File: src/rtl/sram_pkg.sv
// rtl/sram_pkg.sv - shared widths, default timing and FSM state type for the SRAM controller
package sram_pkg;
    localparam int ADDR_W              = 20;
    localparam int DATA_W              = 32;
    localparam int BE_W                = DATA_W / 8;
    localparam int CNT_W               = 4;
    localparam int DEFAULT_WAIT_CYCLES = 2;

    typedef enum logic [2:0] {
        ST_IDLE,
        ST_READ,
        ST_WR_SETUP,
        ST_WR_PULSE,
        ST_WR_HOLD
    } state_t;
endpackage

File: src/rtl/sram_ctrl_if.sv
// rtl/sram_ctrl_if.sv - core-side request/response bus of the SRAM controller
interface sram_ctrl_if;
    import sram_pkg::*;

    logic              req_valid;
    logic              req_ready;
    logic              req_we;
    logic [ADDR_W-1:0] req_addr;
    logic [DATA_W-1:0] req_wdata;
    logic [BE_W-1:0]   req_wmask;
    logic              resp_valid;
    logic [DATA_W-1:0] resp_rdata;

    modport master (
        output req_valid, req_we, req_addr, req_wdata, req_wmask,
        input  req_ready, resp_valid, resp_rdata
    );

    modport slave (
        input  req_valid, req_we, req_addr, req_wdata, req_wmask,
        output req_ready, resp_valid, resp_rdata
    );
endinterface

File: src/rtl/sram_ctrl.sv
// rtl/sram_ctrl.sv - single-port asynchronous SRAM controller with programmable strobe width
module sram_ctrl
    import sram_pkg::*;
#(
    parameter int WAIT_CYCLES = DEFAULT_WAIT_CYCLES
) (
    input  logic              clk,
    input  logic              rst_n,
    sram_ctrl_if.slave        bus,
    output logic [ADDR_W-1:0] ram_addr,
    output logic [BE_W-1:0]   ram_be_n,
    output logic              ram_ce_n,
    output logic              ram_oe_n,
    output logic              ram_we_n,
    output logic [DATA_W-1:0] ram_dout,
    output logic              ram_doe,
    input  logic [DATA_W-1:0] ram_din
);

    if (WAIT_CYCLES < 1 || WAIT_CYCLES > 15) begin : g_bad_wait
        $error("sram_ctrl: WAIT_CYCLES must be within 1..15");
    end

    localparam logic [CNT_W-1:0] CNT_LAST = CNT_W'(WAIT_CYCLES - 1);

    state_t            state, state_next;
    logic [CNT_W-1:0]  cnt, cnt_next;
    logic [BE_W-1:0]   wmask_q;
    logic [DATA_W-1:0] rdata_q;
    logic              rd_done_q;
    logic              accept;
    logic              capture;

    always_comb begin
        state_next = state;
        cnt_next   = cnt;
        accept     = 1'b0;
        capture    = 1'b0;
        case (state)
            ST_IDLE: begin
                if (bus.req_valid) begin
                    accept     = 1'b1;
                    cnt_next   = CNT_LAST;
                    state_next = bus.req_we ? ST_WR_SETUP : ST_READ;
                end
            end
            ST_READ: begin
                if (cnt == '0) begin
                    capture    = 1'b1;
                    state_next = ST_IDLE;
                end else begin
                    cnt_next = cnt - 1'b1;
                end
            end
            ST_WR_SETUP: begin
                cnt_next   = CNT_LAST;
                state_next = ST_WR_PULSE;
            end
            ST_WR_PULSE: begin
                if (cnt == '0) begin
                    state_next = ST_WR_HOLD;
                end else begin
                    cnt_next = cnt - 1'b1;
                end
            end
            ST_WR_HOLD: begin
                state_next = ST_IDLE;
            end
            default: begin
                state_next = ST_IDLE;
            end
        endcase
    end

    always_ff @(posedge clk or negedge rst_n) begin
        if (!rst_n) begin
            state     <= ST_IDLE;
            cnt       <= '0;
            ram_addr  <= '0;
            ram_dout  <= '0;
            wmask_q   <= '0;
            rdata_q   <= '0;
            rd_done_q <= 1'b0;
        end else begin
            state     <= state_next;
            cnt       <= cnt_next;
            rd_done_q <= capture;
            if (accept) begin
                ram_addr <= bus.req_addr;
                ram_dout <= bus.req_wdata;
                wmask_q  <= bus.req_wmask;
            end
            if (capture) begin
                rdata_q <= ram_din;
            end
        end
    end

    // Strobes decode straight from the state register so reset releases the pins without a clock.
    always_comb begin
        ram_ce_n = 1'b1;
        ram_oe_n = 1'b1;
        ram_we_n = 1'b1;
        ram_doe  = 1'b0;
        ram_be_n = '1;
        case (state)
            ST_READ: begin
                ram_ce_n = 1'b0;
                ram_oe_n = 1'b0;
                ram_be_n = '0;
            end
            ST_WR_SETUP, ST_WR_HOLD: begin
                ram_ce_n = 1'b0;
                ram_doe  = 1'b1;
                ram_be_n = ~wmask_q;
            end
            ST_WR_PULSE: begin
                ram_ce_n = 1'b0;
                ram_we_n = 1'b0;
                ram_doe  = 1'b1;
                ram_be_n = ~wmask_q;
            end
            default: begin
                ram_ce_n = 1'b1;
            end
        endcase
    end

    assign bus.req_ready  = (state == ST_IDLE);
    assign bus.resp_valid = rd_done_q | (state == ST_WR_HOLD);
    assign bus.resp_rdata = rdata_q;

endmodule

File: src/flat_wrapper.sv
// flat-port wrapper written by rule: the top's interface ports become plain ports
module sram_ctrl_flat import sram_pkg::*;
#(
    parameter int WAIT_CYCLES = DEFAULT_WAIT_CYCLES
)
  (clk, rst_n, ram_addr, ram_be_n, ram_ce_n, ram_oe_n, ram_we_n, ram_dout, ram_doe, ram_din, bus_req_valid, bus_req_we, bus_req_addr, bus_req_wdata, bus_req_wmask, bus_req_ready, bus_resp_valid, bus_resp_rdata);
  sram_ctrl_if bus_i ();
  input  logic clk;
  input  logic rst_n;
  output logic [ADDR_W-1:0] ram_addr;
  output logic [BE_W-1:0] ram_be_n;
  output logic ram_ce_n;
  output logic ram_oe_n;
  output logic ram_we_n;
  output logic [DATA_W-1:0] ram_dout;
  output logic ram_doe;
  input  logic [DATA_W-1:0] ram_din;
  input wire logic [$bits(bus_i.req_valid)-1:0] bus_req_valid;
  input wire logic [$bits(bus_i.req_we)-1:0] bus_req_we;
  input wire logic [$bits(bus_i.req_addr)-1:0] bus_req_addr;
  input wire logic [$bits(bus_i.req_wdata)-1:0] bus_req_wdata;
  input wire logic [$bits(bus_i.req_wmask)-1:0] bus_req_wmask;
  output wire logic [$bits(bus_i.req_ready)-1:0] bus_req_ready;
  output wire logic [$bits(bus_i.resp_valid)-1:0] bus_resp_valid;
  output wire logic [$bits(bus_i.resp_rdata)-1:0] bus_resp_rdata;
  assign bus_i.req_valid = bus_req_valid;
  assign bus_i.req_we = bus_req_we;
  assign bus_i.req_addr = bus_req_addr;
  assign bus_i.req_wdata = bus_req_wdata;
  assign bus_i.req_wmask = bus_req_wmask;
  assign bus_req_ready = bus_i.req_ready;
  assign bus_resp_valid = bus_i.resp_valid;
  assign bus_resp_rdata = bus_i.resp_rdata;
  sram_ctrl #(.WAIT_CYCLES(WAIT_CYCLES)) u_core (.clk(clk), .rst_n(rst_n), .bus(bus_i), .ram_addr(ram_addr), .ram_be_n(ram_be_n), .ram_ce_n(ram_ce_n), .ram_oe_n(ram_oe_n), .ram_we_n(ram_we_n), .ram_dout(ram_dout), .ram_doe(ram_doe), .ram_din(ram_din));
endmodule
File: config.mk
export PLATFORM = sky130hd
export DESIGN_NAME = sram_ctrl_flat
export DESIGN_NICKNAME = d
export VERILOG_FILES = /design/src/rtl/sram_pkg.sv /design/src/rtl/sram_ctrl_if.sv /design/src/rtl/sram_ctrl.sv /design/src/flat_wrapper.sv
export SDC_FILE = /design/constraint.sdc
export NUM_CORES = 1
export LEC_CHECK = 0
export BUFFER_PORTS_ARGS = -buffer_cell sky130_fd_sc_hd__buf_4
export CORE_MARGIN = 1.5
export CORE_UTILIZATION = 50
export DETAILED_ROUTE_END_ITERATION = 7
export PLACE_DENSITY = 0.9
export SLEW_MARGIN = 20
export SYNTH_ARGS = -nofsm -noshare
export SYNTH_HDL_FRONTEND = slang
export SYNTH_SLANG_ARGS = --single-unit
File: constraint.sdc
create_clock -name clk -period 4.8 [get_ports clk]
set_input_delay 0.72 -clock clk [delete_from_list [all_inputs] [get_ports clk]]
set_output_delay 0.72 -clock clk [all_outputs]
set_load 0.02 [all_outputs]
==> results of run 1 <==
## final timing paths
| check | depth (start not counted) | end | slack, ns | startpoint |
|---|---|---|---|---|
| min in group clk | 1 | u_core.ram_dout[17]$_DFFE_PN0P_ | 0.50 | u_core.ram_dout[17]$_DFFE_PN0P_ |
| max in group asynchronous | 2 | u_core.ram_dout[5]$_DFFE_PN0P_ | 3.37 | rst_n |
| setup reg to reg | 5 | u_core.bus.resp_rdata[14]$_DFFE_PN0P_ | 2.71 | u_core.cnt[0]$_DFFE_PN0P_ |
| setup / recovery | 3 | ram_be_n[0] | 2.32 | u_core.state[2]$_DFFE_PN0P_ |
| hold / removal | 1 | u_core.ram_dout[23]$_DFFE_PN0P_ | 0.35 | rst_n |
| hold reg to reg | 1 | u_core.ram_dout[17]$_DFFE_PN0P_ | 0.50 | u_core.ram_dout[17]$_DFFE_PN0P_ |
## registers in the layout, summed over array words and instances (netlist names)
name and cells:
u_core.cnt 4, u_core.bus.resp_rdata 32, u_core.ram_dout 32, u_core.state 3, u_core.wmask_q 4, u_core.rd_done_q 1, u_core.ram_addr 20
## cells in the mapped netlist (2+ instances only)
library cell	number	area, sq um
nand2b_1	3	18.8
buf_2	2	10.0
mux2_1	3	33.8
dfrtp_1	96	2400
nor2b_1	2	12.5
nand3b_1	2	15.0
inv_1	4	15.0
buf_6	7	78.8
o2bb2ai_1	2	17.5
mux2_2	57	642
mux2i_1	2	20.0
nor2_1	3	11.3
buf_4	3	22.5
a21oi_1	5	25.0
nor3_1	4	20.0
mux2_4	29	435
## report_power, final
group	switching, W	leakage (nW)	total [W]	internal [W]
Clock	0.000295	0.0877	0.000493	0.000198
Combinational	0.00105	1.54	0.00219	0.00114
Sequential	0.000263	1.14	0.00148	0.00122
## layer usage
| metal | global-route usage, % | up-vias | wire length, um |
|---|---|---|---|
| met5 | 0 | - | 0 |
| met4 | 7.29 | 0 | 172 |
| met3 | 5.70 | 15 | 611 |
| met2 | 34.2 | 124 | 4040 |
| met1 | 25.3 | 1270 | 3510 |
| li1 | - | 1203 | - |
## cell families after synthesis
group | share of synthesized area [%]
AO/OA/AOI/OAI | 2.02
flip-flops | 61.5
multiplexers | 28.9
buffers and inverters | 3.23
AND/OR/NAND/NOR | 4.03
adder cells (fa/ha/maj) | 0.320
## per-stage QoR
| step | setup slack [ns] | hold WS (ns) | instances |
|---|---|---|---|
| final | 2.32 | 0.346 | 530 |
| after CTS | 2.30 | 0.364 | 530 |
| after global placement | 2.69 | 0.471 | 514 |
| after floorplan | 2.77 | 0.424 | 237 |
| after global routing | 2.21 | 0.379 | 530 |
| after detailed placement | 2.62 | 0.481 | 514 |
## layout by cell type, fill, tap and decap left out
| master | count |
|---|---|
| o31ai_1 | 1 |
| and3_1 | 1 |
| o21ai_0 | 1 |
| ha_1 | 1 |
| nand3b_1 | 2 |
| mux2_2 | 57 |
| clkbuf_8 | 9 |
| nand2b_1 | 3 |
| a21oi_1 | 5 |
| a211oi_1 | 1 |
| buf_4 | 187 |
| mux2_1 | 3 |
| nor2b_1 | 2 |
| clkinvlp_4 | 2 |
| mux2i_1 | 2 |
| nor4bb_1 | 1 |
| nand2_4 | 1 |
| a21o_1 | 1 |
| or2_2 | 1 |
| inv_1 | 4 |
| nor3b_4 | 1 |
| dfrtp_1 | 96 |
| mux2_4 | 29 |
| inv_6 | 5 |
| nor3_1 | 4 |
| o2bb2ai_1 | 2 |
| nor3b_2 | 1 |
| nor4b_4 | 1 |
| a211o_1 | 1 |
| nor2_1 | 3 |
## cell type report
cell class                 count  area, sq um
sequential                    96         2400
tap                          102          128
fill                         503         2130
multi-input combinational    125         1390
clock inverter                 7         58.8
clock buffer                   9          124
inverter                       4         15.0
timing repair buffer         187         1400
## worst max-delay path: stages (launching register included)
cell and delay (ns):
dfrtp_1 0.60, mux2_2 0.46, a21oi_1 0.19, buf_4 0.17
==> run_results.csv, run 1 <==
group,metric,value,unit
timing,final_hold_viol_count,0,
timing,worstMarginPinSlew,0.692,ns
synthesis,syn_nets,330,
power,total_power,0.00417,W
synthesis,avgSynthCellArea,16.5,sq um
routing,wirelength,8340,um
timing,fmax,403,MHz
routing,drtAntennaViolNets,0,
timing,finalSetupViolations,0,
die,dieHeight,91.4,um
die,die_w,91.4,um
clock_tree,ctsResizeCount,0,
global_route,antenna_found_initial,0,
final_layout,n_antenna_cell,0,
timing,timing.final.crit_share,51.7,%
global_route,grt_util_all_layers,20.4,%
clock_tree,path_clk_slew,0.10,ns
global_route,grt_pass1_vias,2703,
final_layout,drive_gt1_share,68.7,%
synthesis,ys.flop_type,"dfrtp_1",
timing,finalCriticalPeriod,2.48,ns
synthesis,ys_seq_area_share,61.5,%
power,peakVddDrop,0.000388,V
placement,gp_congestion,0.774,
die,fp.coreArea,7650,sq um
synthesis,synth_cells,237,
routing,firstDrtPassIters,4,
timing,drv_slew,0,
timing,grt_setup_unrepaired,"no",
routing,drtIter0Drc,85,
placement,portBuffers,185,
clock_tree,htreeDepth,3,
synthesis,yosys_warnings,0,
synthesis,synth_edf_count,0,
die,rows,32,
final_layout,post-route-cell-area,5520,sq um
synthesis,ys_ff_latch,96,
worst_setup_path,worstPathRequired,4.08,ns
worst_setup_path,crit_path_end_kind,"output pin",
routing,drc,0,
routing,post_drt_via_cell_ratio,4.93,
placement,dpl_cell_area,5340,sq um
worst_setup_path,cp_max_fo,10,
final_layout,area_growth_syn_to_layout,41.2,%
final_layout,num-nets-final,516,
clock_tree,hold_buffers,0,
worst_setup_path,cp.arrival,1.76,ns
power,p_leak,2.77,nW
global_route,overflow,0,
worst_setup_path,critPathKind,"flop to output pin",
routing,wl_per_cell,15.7,um
power,powerDensity,756,nW/um^2
die,dieArea,8360,sq um
outcome,status,"completed",
timing,skew,0.0149,ns
clock_tree,cts.path.max_buffers,2,
timing,tns,0,ns
clock_tree,post_cts_buffers,0,
global_route,grt_pass1_wl,13300,um
flow_run,maxCapViolCount,0,
clock_tree,cts_tree,"done",
synthesis,yosys.cell_types.count,29,
timing,relSlewSlack,53.9,%
synthesis,syn_area,3910,sq um
hold_path,hold_class,"input port to asynchronous set/reset pin",
clock_tree,numCtsBuffers,9,
clock_tree,clock-root-buffer,"clkbuf_8",
clock_tree,clkSinkCount,96,
routing,vias,2612,
final_layout,final_core_util,72.2,%
clock_tree,worstSkewPairLatency,0.36,ns
synthesis,ys_async_sr_fraction,100,%
global_route,grt_start_max_net_pins,57,
placement,dp_hpwl,6140,um
die,initial_utilization,51.1,%
worst_setup_path,start_kind,"flop",
die,io_pins,186,
(Power assumes the default switching activity.)
==> run 2, diff against run 1 <==
--- a/config.mk
+++ b/config.mk
@@ -5,11 +5,12 @@
 export SDC_FILE = /design/constraint.sdc
 export NUM_CORES = 1
 export LEC_CHECK = 0
+export ABC_AREA = 1
 export BUFFER_PORTS_ARGS = -buffer_cell sky130_fd_sc_hd__buf_4
 export CORE_MARGIN = 1.5
-export CORE_UTILIZATION = 50
+export CORE_UTILIZATION = 42
 export DETAILED_ROUTE_END_ITERATION = 7
-export PLACE_DENSITY = 0.9
+export PLACE_DENSITY = 0.81
 export SLEW_MARGIN = 20
 export SYNTH_ARGS = -nofsm -noshare
 export SYNTH_HDL_FRONTEND = slang
==> constraint.sdc (replaced) <==
create_clock -name clk -period 2.1 [get_ports clk]
set_input_delay 0.315 -clock clk [delete_from_list [all_inputs] [get_ports clk]]
set_output_delay 0.315 -clock clk [all_outputs]
set_load 0.02 [all_outputs]
==> run 2 against run 1 <==
Compared with the run above: wire length grew 22%; highest routed layer unchanged; critical endpoint unchanged; clock-buffer cell count grew 1; critical path depth grew 4.
==> run_results.csv, run 2 <==
group,metric,value,unit
outcome,status,"completed",
timing,tns,0,ns
global_route,antenna_found_initial,0,
final_layout,num-nets-final,730,
power,p_int,0.00512,W
placement,gp_congestion,0.796,
routing,wirelength,10200,um
synthesis,ys.flop_type,"dfrtp_1",
synthesis,ys_ff_latch,96,
final_layout,final_cells,753,
routing,vias,3607,
synthesis,synth_common_cells,"nand2_1, dfrtp_1, nand3_1",
synthesis,avgSynthCellArea,8.61,sq um
synthesis,ys_async_sr_fraction,100,%
placement,placed_cells_incl_taps,736,
clock_tree,htreeDepth,3,
routing,post_drt_via_cell_ratio,4.79,
global_route,grt_util_all_layers,20.9,%
final_layout,n_antenna_cell,0,
clock_tree,clkSinkCount,96,
clock_tree,worstSkewPairLatency,0.36,ns
final_layout,final_cell_mix,"nand2_1, buf_4, dfrtp_1",
final_layout,area_growth_syn_to_layout,41.9,%
power,peakVddDrop,0.000748,V
die,die_w,99.9,um
worst_setup_path,start_kind,"flop",
timing,relSlewSlack,62.5,%
placement,dp_hpwl,7330,um
die,dieHeight,99.9,um
flow_run,maxCapViolCount,0,
synthesis,ys_seq_area_share,60.9,%
clock_tree,cts.path.max_buffers,2,
power,p_leak,3.18,nW
synthesis,netlist_top_cells_area,"dfrtp_1, nand2_1, nand3_1",
die,rows,35,
timing,final_hold_viol_count,0,
worst_setup_path,critPathKind,"flop to output pin",
synthesis,syn_area,3950,sq um
synthesis,yosys.cell_types.count,19,
timing,finalSetupViolations,0,
routing,drc,0,
die,io_pins,186,
die,initial_utilization,43.1,%
synthesis,synth_cells,458,
synthesis,synth_most_common_cell,"nand2_1",
timing,fmax,519,MHz
clock_tree,numCtsBuffers,9,
routing,drtIter0Drc,101,
routing,wl_per_cell,13.5,um
worst_setup_path,crit_path_end_kind,"output pin",
power,switching_share,44.8,%
die,dieArea,9980,sq um
clock_tree,path_clk_slew,0.10,ns
worst_setup_path,worstPathRequired,1.78,ns
global_route,grt_start_max_net_pins,56,
timing,worstMarginPinSlew,0.562,ns
synthesis,yosys_warnings,0,
worst_setup_path,cp.arrival,1.61,ns
clock_tree,cts_tree,"done",
power,switchingPower,0.00416,W
power,powerDensity,1660,nW/um^2
final_layout,drive_gt1_share,33.8,%
worst_setup_path,cp_max_fo,5,
die,fp.coreArea,9150,sq um
timing,skew,0.0151,ns
global_route,grt_pass1_wl,16700,um
global_route,grt_pass1_vias,3614,
timing,drv_slew,0,
routing,firstDrtPassIters,4,
timing,finalCriticalPeriod,1.93,ns
clock_tree,clock-root-buffer,"clkbuf_8",
final_layout,final_common_cell,"nand2_1",
synthesis,syn_nets,551,
final_layout,fill_cells,777,
power,seqPwrFrac,35.3,%
synthesis,synth_edf_count,0,
power,clock_power_share,12.3,%
power,p_comb_share,52.5,%
routing,drtAntennaViolNets,0,
timing,grt_setup_unrepaired,"no",
hold_path,hold_class,"input port to flop",
synthesis,synth_top_area_share,60.9,%
placement,portBuffers,185,
global_route,overflow,0,
synthesis,yosysTopAreaCell,"dfrtp_1",
timing,timing.final.crit_share,91.7,%
## run 2: cell types whose count changed after synthesis, sizes merged, moves of 3 or more
cell / delta
nand2: +240
mux2: -89
nand3: +64
inv: +9
nor2: +9
buf: +7
a21oi: -5
clkbuf: +5
o21ai: +5
nor3: -4
nand2b: -3
## run 2: power by group through the flow
stage / Clock (W) / Combinational [W] / Sequential (W)
after floorplan: 0 / 0.00194 / 0.00418
after global placement: 0 / 0.00475 / 0.00326
after detailed placement: 0 / 0.00491 / 0.00327
after CTS: 0.00119 / 0.00489 / 0.00327
after global routing: 0.00126 / 0.00535 / 0.00339
final: 0.00114 / 0.00487 / 0.00327
## run 2: cell type report
type	count	area [sq um]	share of cell area [%]
Timing Repair Buffer	192	1470	26.3
Clock buffer	10	138	2.46
Sequential cell	96	2400	42.9
Inverter	13	48.8	0.872
Clock inverter	6	51.3	0.917
Multi-Input combinational cell	325	1340	24.0
Tap cell	111	139	2.48
## run 2: worst paths after layout
kind	startpoint	endpoint	slack [ns]	cells after the start
worst min register to register	u_core.ram_dout[13]$_DFFE_PN0P_	u_core.ram_dout[13]$_DFFE_PN0P_	0.48	2
worst max-delay path	u_core.state[1]$_DFFE_PN0P_	ram_be_n[0]	0.17	7
min in group asynchronous	rst_n	u_core.bus.resp_rdata[27]$_DFFE_PN0P_	0.50	2
max in group asynchronous	rst_n	u_core.ram_dout[15]$_DFFE_PN0P_	0.92	3
worst max register to register	u_core.cnt[0]$_DFFE_PN0P_	u_core.bus.resp_rdata[21]$_DFFE_PN0P_	0.41	8
worst min-delay path	ram_din[20]	u_core.bus.resp_rdata[20]$_DFFE_PN0P_	0.14	3
## run 2: stage by stage
step | hold slack [ns] | cell area, sq um | worst slack [ns] | power [W] | utilization, %
global placement | 0.327 | 5390 | 0.503 | 0.00802 | 58.9
finish | 0.139 | 5600 | 0.175 | 0.00928 | 61.1
CTS | 0.122 | 5590 | 0.0860 | 0.00935 | 61.1
detailed placement | 0.334 | 5390 | 0.407 | 0.00818 | 58.9
global route | 0.127 | 5600 | 0.00958 | 0.00999 | 61.1
floorplan | 0.0194 | 3950 | 0.419 | 0.00611 | -
## run 2: logic make-up after synthesis
logic type	share of synthesized area, %
and+or+nand+nor	32.6
DFF	60.9
buffers and inverters	5.17
AOI/OAI and AO/OA	0.761
xor gates and xnor gates	0.222
adders and majority gates	0.317
## run 2: worst max-delay path, stage by stage (launching register included)
cell     delay [ns]
dfrtp_1        0.45
nor2_1         0.14
nand2_1        0.09
nand2_1        0.11
inv_1          0.10
nand2_2        0.11
o21ai_0        0.09
buf_4          0.16
## run 2: layer usage
layer	wire length (um)	part of all wire (%)	GRT usage, %	vias up
met2	4830	47	33.5	151
met4	136	1.3	7.80	0
met1	4350	43	27.2	1665
li1	-	-	-	1779
met3	873	8.6	5.64	12
met5	0	0	0	-
## run 2: what timing repair did
action / CTS / global route
hold buffers: 1 / 0
endpoints found under the setup margin: 0 / 5
buffers inserted: 0 / 0
endpoints found under the hold margin: 41 / 0
resized for setup: 0 / 3
==> run 3, diff against run 2 <==
--- a/config.mk
+++ b/config.mk
@@ -8,9 +8,11 @@
 export ABC_AREA = 1
 export BUFFER_PORTS_ARGS = -buffer_cell sky130_fd_sc_hd__buf_4
 export CORE_MARGIN = 1.5
-export CORE_UTILIZATION = 42
+export CORE_UTILIZATION = 46
+export CTS_CLUSTER_DIAMETER = 60
 export DETAILED_ROUTE_END_ITERATION = 7
-export PLACE_DENSITY = 0.81
+export PLACE_DENSITY = 0.84
+export SKIP_CTS_REPAIR_TIMING = 1
 export SLEW_MARGIN = 20
 export SYNTH_ARGS = -nofsm -noshare
 export SYNTH_HDL_FRONTEND = slang
==> constraint.sdc (replaced) <==
create_clock -name clk -period 2.2 [get_ports clk]
set_input_delay 0.33 -clock clk [delete_from_list [all_inputs] [get_ports clk]]
set_output_delay 0.33 -clock clk [all_outputs]
set_load 0.02 [all_outputs]
==> run 3 against run 2 <==
Compared with the run above: the run now ends with hold timing left; worst setup slack improved by 0.085 ns; sequential cell count unchanged; via count increased by 1.1%; sequential share of layout area decreased by 0.19 points; core utilization increased by 6.9 points; register-to-register slack improved by 0.06 ns; clock power increased by 20%; worst hold slack got worse by 0.15 ns; critical path type unchanged; non-clock buffer count decreased by 2; clock skew decreased by 0.0032 ns; final cell count decreased by 1.2%.
==> run_results.csv, run 3 (synthesis results as in run 2) <==
group,metric,value,unit
die,die_w,95.6,um
placement,dpl_cell_area,5380,sq um
routing,wirelength,10300,um
timing,finalSetupViolations,0,
placement,portBuffers,185,
final_layout,area_growth_syn_to_layout,42.4,%
power,powerDensity,1620,nW/um^2
worst_setup_path,start_kind,"flop",
timing,fmax,515,MHz
routing,drtAntennaViolNets,0,
flow_run,maxCapViolCount,0,
routing,wl_per_cell,13.8,um
hold_path,hold_class,"input port to asynchronous set/reset pin",
final_layout,post-route-cell-area,5620,sq um
worst_setup_path,crit_chain,"inv_1 -> nand2_1 -> nand2_1 -> inv_1 -> nand2_1 -> o21ai_0 -> buf_4",
final_layout,final_cell_mix,"nand2_1, buf_4, dfrtp_1",
timing,whs,-0.00673,ns
timing,worstMarginPinSlew,0.531,ns
global_route,grt_pass1_wl,15800,um
worst_setup_path,path_buf_inv,3,
die,dieArea,9140,sq um
clock_tree,clkSinkCount,96,
clock_tree,clock-root-buffer,"clkbuf_8",
timing,grt_setup_unrepaired,"no",
routing,vias,3648,
placement,dp_hpwl,7170,um
die,io_pins,186,
timing,worst_slack,0.260,ns
power,p_leak,3.20,nW
clock_tree,cts_tree,"done",
routing,drc,0,
timing,relSlewSlack,64.6,%
die,fp.coreArea,8260,sq um
worst_setup_path,cpMaxStageDelayCell,"dfrtp_1",
global_route,grt_pass1_vias,3414,
global_route,grt_start_max_net_pins,97,
placement,dp_slack,0.501,ns
worst_setup_path,crit_path_end_kind,"output pin",
clock_tree,htreeDepth,3,
worst_setup_path,cp.arrival,1.61,ns
timing,finalCriticalPeriod,1.94,ns
global_route,antenna_found_initial,0,
global_route,overflow,0,
final_layout,final_core_util,68.0,%
worst_setup_path,cp_slowest_stage_delay,0.43,ns
final_layout,ff_latch_area,2400,sq um
timing,final_hold_viol_count,3,
final_layout,drive_gt1_share,33.3,%
final_layout,num-nets-final,728,
timing,timing.final.crit_share,88.2,%
routing,post_drt_via_cell_ratio,4.90,
power,peakVddDrop,0.000897,V
die,rows,33,
die,initial_utilization,47.8,%
timing,tns,0,ns
final_layout,final_common_cell,"nand2_1",
final_layout,n_antenna_cell,0,
worst_setup_path,cp_max_fo,5,
final_layout,multi_input_area,1340,sq um
worst_setup_path,cp_common_cell,"nand2_1",
worst_setup_path,worstPathRequired,1.87,ns
clock_tree,numCtsBuffers,9,
routing,drtIter0Drc,123,
outcome,status,"finished, violations left",
clock_tree,path_clk_slew,0.10,ns
clock_tree,worstSkewPairLatency,0.34,ns
placement,gp_congestion,0.832,
power,total_power,0.00911,W
worst_setup_path,critPathKind,"flop to output pin",
final_layout,fill_cells,663,
timing,drv_slew,0,
timing,skew,0.0119,ns
worst_setup_path,critPathTopFamily,"flip-flops",
outcome,violations,"hold timing",
clock_tree,cts.path.max_buffers,2,
routing,firstDrtPassIters,4,
global_route,grt_util_all_layers,22.5,%
die,dieHeight,95.6,um
==> run 3: path summary, 6_finish.rpt <==
kind / slack [ns] / from / depth (start not counted) / to
worst min register to register: 0.48 / u_core.wmask_q[1]$_DFFE_PN0P_ / 2 / u_core.wmask_q[1]$_DFFE_PN0P_
worst max-delay path: 0.26 / u_core.state[2]$_DFFE_PN0P_ / 7 / ram_be_n[1]
worst max register to register: 0.47 / u_core.cnt[0]$_DFFE_PN0P_ / 8 / u_core.bus.resp_rdata[13]$_DFFE_PN0P_
worst min-delay path: -0.007 / rst_n / 2 / u_core.ram_addr[10]$_DFFE_PN0P_
max in group asynchronous: 1.77 / rst_n / 2 / u_core.ram_dout[2]$_DFFE_PN0P_
min in group clk: 0.17 / ram_din[17] / 3 / u_core.bus.resp_rdata[17]$_DFFE_PN0P_
==> run 3: layout make-up <==
type	count	share of cell area (%)
inverters	13	0.869
clock buffers	10	2.45
flip-flops and latches	96	42.8
clock inverters	5	1.87
well taps	105	2.34
repair buffers	190	25.8
multi-input cells	325	23.9
==> run 3: layer usage <==
layer  GRT usage (%)  part of all wire (%)
met1            29.2                    42
met5               0                     0
met4            7.97                   1.5
met2            36.1                    47
met3            6.22                   9.6
==> run 3: per-stage QoR <==
stage               cells  hold WS (ns)
floorplan             458        0.0344
finish                744      -0.00673
CTS                   744        0.0323
detailed placement    729         0.424
global route          744        0.0502
global placement      729         0.417
==> run 3: where the power goes <==
part	total (W)	switching, W	internal [W]
combinational	0.00461	0.00281	0.00180
sequential	0.00313	0.000525	0.00261
clock	0.00137	0.000593	0.000780
total	0.00911	0.00393	0.00519
